<file path="config.mk">
export PLATFORM = sky130hd
export DESIGN_NAME = sym_vn_rank_lut
export DESIGN_NICKNAME = d
export VERILOG_FILES = /design/src/rtl/sym_vn_rank_lut.sv
export SDC_FILE = /design/constraint.sdc
export NUM_CORES = 1
export LEC_CHECK = 0
export ABC_AREA = 1
export CAP_MARGIN = 20
export CORE_UTILIZATION = 60
export CTS_CLUSTER_SIZE = 16
export DETAILED_ROUTE_END_ITERATION = 7
export GPL_ROUTABILITY_DRIVEN = 1
export MAX_ROUTING_LAYER = met4
export PLACE_DENSITY = 0.85
export SYNTH_ARGS = -nofsm -noshare
export SYNTH_HDL_FRONTEND = slang
export SYNTH_SLANG_ARGS = --single-unit
</file>
<file path="constraint.sdc">
create_clock -name write_clk -period 4.05 [get_ports write_clk]
set_input_delay 0.6075 -clock write_clk [delete_from_list [all_inputs] [get_ports write_clk]]
set_output_delay 0.6075 -clock write_clk [all_outputs]
set_load 0.005 [all_outputs]
</file>
<file path="src/rtl/sym_vn_rank_lut.sv">
`default_nettype none
// ============================================================================
//  Module   : sym_vn_rank_lut
//  Purpose  : Symmetric variable-node information-bottleneck lookup table for
//             the 3-bit quantised partial VNU. An address bus packs each
//             message pair {y0 magnitude, y1} into a 5-bit page address. A
//             32 x 3 table rank is read asynchronously through two
//             independent ports (A and B) and written through one
//             synchronous port.
//  Ports    : write_clk       - sole clock, rising edge
//             rstn            - synchronous active-low reset, clears the table
//             y0_in_A/B [1:0] - y0 magnitude bits, sign-transposed upstream
//             y1_in_A/B [2:0] - y1 message, sign-conditioned upstream
//             page_addr_A/B   - 5-bit page address {y0, y1}
//             lut_data0/1     - table content at page_addr_A / page_addr_B
//             lut_in_bank0    - write data
//             page_write_addr - write address
//             we              - write enable, active-high
//  Revision : 1.0 - initial release
// ============================================================================
module sym_vn_rank_lut (
  input  logic       write_clk,
  input  logic       rstn,
  input  logic [1:0] y0_in_A,
  input  logic [2:0] y1_in_A,
  input  logic [1:0] y0_in_B,
  input  logic [2:0] y1_in_B,
  output logic [4:0] page_addr_A,
  output logic [4:0] page_addr_B,
  output logic [2:0] lut_data0,
  output logic [2:0] lut_data1,
  input  logic [2:0] lut_in_bank0,
  input  logic [4:0] page_write_addr,
  input  logic       we
);

  localparam int c_DEPTH = 32;

  logic [2:0] r_mem [c_DEPTH];

  // y0 occupies the upper two bits; every 5-bit value is a legal page.
  assign page_addr_A = {y0_in_A, y1_in_A};
  assign page_addr_B = {y0_in_B, y1_in_B};

  // Reset has priority: a write presented during reset is discarded.
  always_ff @(posedge write_clk) begin
    if (!rstn) begin
      for (int i = 0; i < c_DEPTH; i++) begin
        r_mem[i] <= 3'b000;
      end
    end else if (we) begin
      r_mem[page_write_addr] <= lut_in_bank0;
    end
  end

  // Asynchronous reads with no write bypass: a same-address write shows up
  // only after the committing edge.
  assign lut_data0 = r_mem[page_addr_A];
  assign lut_data1 = r_mem[page_addr_B];

endmodule
`default_nettype wire

</file>
== Yosys cells after proc, flatten, opt, wreduce, memory -nomap -nowiden ==
Memory sizes are Yosys's and may differ from the RTL's.
Index checks and enable logic that the tools add are counted.
Storage, ports and cells
  bits of input ports: 21
  bits in writable memories: 96
  memories kept: 1
  register bits after elaboration: 0
Memory list
  r_mem: depth 32, bits a word 3, read ports 2, clocked after Yosys merged registers in 0, write ports 32, RTL line 39  | logic [2:0] r_mem [c_DEPTH];
Cells by class
  mux-type cells: 7
  reduce and logical (&&, ||, !) cells: 1
Operators by type and width (number)
  two-way mux 1 bit: 5
  two-way mux 5 bit: 1
  two-way mux 3 bit: 1
  OR reduction 3 bit: 1

== Longest topological paths before layout ==
  word-level depth: 5
  depth in mapped cells: 11

== Worst setup path before layout ==
Ideal clock, no wire load.
  kind: input port to output port
  start point: input port y1_in_B[1]
  end point: output port lut_data1[0]
  arrival: 1441 ps
  stages on the path: 10
  path slack: 2002 ps
  cells stage by stage: buf_2 inv_1 buf_2 nand3_1 nand3_1 nand2_1 nand2_1 nand2_1 nand2_1 nand2_1
Between the ends
  cells in the longest elaborated chain, start to end: 1
RTL lines
  start: declaration: RTL line 27  | input logic [2:0] y1_in_B,
  memory (32 x 3 bit)
  end: declaration: RTL line 31  | output logic [2:0] lut_data1,
No other way between the ends.

== Final worst setup path ==
  start point: input port y1_in_A[0]
  end point: output port lut_data0[2]
Between the ends
  cells in the longest elaborated chain, start to end: 1
RTL lines
  start: declaration: RTL line 25  | input logic [2:0] y1_in_A,
  memory (32 x 3 bit)
  end: declaration: RTL line 30  | output logic [2:0] lut_data0,
No other way between the ends.

==> qor.csv <==
stage;metric;value;unit
outcome;status;finished, final reports clean;
yosys;ys_types;12;
cts;path_clk_slew;0.10;ns
yosys;syn_inst;758;
die;start_util;61.76;%
setup_path;criticalPathCategory;primary input to primary output;
global_routing;groute.usage.overall;34.49;%
setup_path;crit_buf_inv;3;
timing;slew_headroom;39.07;%
timing;period_share;83.94;%
die;ioPinCount;37;
timing;slew_violations;0;
power_and_ir_drop;pwr_density_cell;341.5;nW/um^2
die;design.core.area;9240;sq um
power_and_ir_drop;p_comb_share;16.3;%
finish;drive_gt1_share;4.569;%
routing;dr.first_iter.drc_count;731;
cts;cts_max_level;3;
finish;n_fill_cell;768;
timing;worst_slack;0.6503;ns
cts;numCtsBuffers;9;
die;die_area;9905;sq um
global_routing;first_global_vias;4881;
yosys;synth_fp_nets;779;
setup_path;crit_family;buffers and inverters;
timing;setup_viol;0;
min_path;min_from;lut_in_bank0[0];
routing;viasPerCell;5.894;
finish;largest_reg_flops;96;
setup_path;slowest_stage;clkdlybuf4s50_1;
job;drv_cap;0;
cts;cts.sinks;96;
min_path;worstHoldPathCells;3;
routing;via_count;5275;
timing;rsz0062_at_grt;no;
finish;antenna_cells;0;
setup_path;start_kind;primary input;
routing;drt_pre_antenna_iters;6;
timing;min_period;3.400;ns
die;fp.dieW;99.53;um
place;dp_hpwl;10860;um
timing;tns;0;ns
routing;ant_nets;0;
power_and_ir_drop;total_leakage_power;2.672;nW
finish;syn_to_final_growth;9.581;%
timing;fmax;294.1;MHz
yosys;yosysWarnings;0;
yosys;avgSynthCellArea;7.529;sq um
cts;cts-root-buf;clkbuf_8;
place;gp_congestion;0.9753;
timing;fin_hold_ws;1.216;ns
global_routing;antenna_found_initial;0;
setup_path;cp_max_fo;49;
yosys;ys_seq_area_share;50.52;%
setup_path;crit_path_max_incr_delay;0.50;ns
setup_path;crit_path_cell_trace;clkdlybuf4s50_1, buf_4, nand2_1, nand3_1, nand3_1, nand2_1, nand2_1, nand2_1, nand2_1, nand2_1, clkdlybuf4s50_1;
timing;hold_viol;0;
yosys;synthesis.area;5707;sq um
cts;ctsResizeCount;0;
power_and_ir_drop;power.switching;0.0006282;W
min_path;hold_class;primary input to register;
cts;cts_buffer_depth;2;
cts;hold_buffers;0;
die;row_count;35;
setup_path;worstPathRequired;3.44;ns
timing;tightest_slew;0.9070;ns
global_routing;overflow;0;
die;die_h;99.53;um
routing;drc;0;
min_path;hold_end;r_mem[13][0]$_SDFFCE_PN0P_;
cts;cts_tree;built;
finish;reg_top3;r_mem (96);
finish;largest-register;r_mem;
setup_path;cp.arrival;2.79;ns
setup_path;worst_setup_path_end_kind;primary output;
global_routing;grt_pass1_wl;24890;um
cts;cts_setup_buffers;0;
yosys;synth-seq-cells;96;
place;preCtsSetupSlack;0.7052;ns
power_and_ir_drop;clkPwrFrac;28.2;%
place;port_buffers;36;
power_and_ir_drop;internal_power;0.001507;W
setup_path;cpMostUsedCell;nand2_1;
routing;postRouteWirelength;15620;um
global_routing;grt_max_degree;50;
power_and_ir_drop;peakVddDrop;246.0;uV
power_and_ir_drop;pwr-share-seq;55.5;%
power_and_ir_drop;p_sw_share;29.42;%
routing;wl_per_cell;17.45;um
finish;fin_nets;782;
## worst min-delay path: stages
cell and delay, ns:
clkdlybuf4s50_1 0.45, inv_1 0.23, nor2_1 0.17
## power groups by stage
| stage | clock network (W) | logic [W] | registers (W) |
|---|---|---|---|
| after detailed placement | 0 | 0.000341 | 0.00120 |
| after global routing | 0.000641 | 0.000385 | 0.00119 |
| after global placement | 0 | 0.000329 | 0.00120 |
| after CTS | 0.000602 | 0.000343 | 0.00118 |
| after floorplan | 0 | 0.000227 | 0.00119 |
| final | 0.000603 | 0.000348 | 0.00118 |
## Yosys cell counts, drive strengths merged
cell / n / share of area, %
buf: 39 / 4.3
edfxtp: 96 / 51
clkbuf: 18 / 1.2
nor3: 12 / 1.8
nor2: 96 / 6.3
nand3: 144 / 13
nand2: 335 / 22
inv: 18 / 1.2
## how the worst max path moves through the flow
stage / from / endpoint / cells after the start
2_1_floorplan: y1_in_B[1] / lut_data1[0] / 10
3_3_place_gp: y1_in_A[0] / lut_data0[2] / 11
3_5_place_dp: y1_in_A[0] / lut_data0[2] / 11
4_1_cts: y1_in_B[0] / lut_data1[1] / 11
5_1_grt: y1_in_B[1] / lut_data1[0] / 10
6_report: y1_in_A[0] / lut_data0[2] / 11
## metal layers
layer,GRT usage [%],wire [um],part of all wire [%],vias up
li1,-,-,-,2477
met4,9.050,223,1.4,0
met3,6.676,1960,13,24
met5,-,0,0,-
met2,53.58,7259,46,362
met1,46.85,6173,40,2412
## stage by stage
step | utilization (%) | cell area [sq um] | power (W) | cells
6_report | 67.68 | 6254 | 0.002135 | 895
5_1_grt | 67.68 | 6254 | 0.002214 | 895
4_1_cts | 67.68 | 6254 | 0.002127 | 895
3_5_place_dp | 65.65 | 6066 | 0.001546 | 879
3_3_place_gp | 65.05 | 6011 | 0.001532 | 877
2_1_floorplan | - | 5707 | 0.001414 | 758
## area by class of cell
class	instances	area (sq um)	area share, %
clock buffers	9	123.9	1.981
clock inverters	7	63.81	1.020
inverters	18	67.56	1.080
multi-input cells	587	2444	39.08
flip-flops and latches	96	2883	46.10
well taps	129	161.4	2.581
repair buffers	49	510.5	8.163
## cell families after synthesis
family | Yosys count | share of synthesized area, %
and+or+nand+nor | 587 | 42.82
DFF | 96 | 50.52
buffers and inverters | 75 | 6.665
## cell usage in the layout (no fill, tap or decap), types with 2 or more instances in the layout
cell type and instances:
nor3_4 4, inv_1 16, clkdlybuf4s50_1 36, nor2_1 96, clkbuf_8 9, inv_8 2
inv_2 2, buf_4 10, clkinv_4 2, buf_16 2, nor3_1 8, edfxtp_1 96
nand2_1 335, clkinvlp_4 2, nand3_1 144
Note: power is estimated with default switching activity, not from simulation.
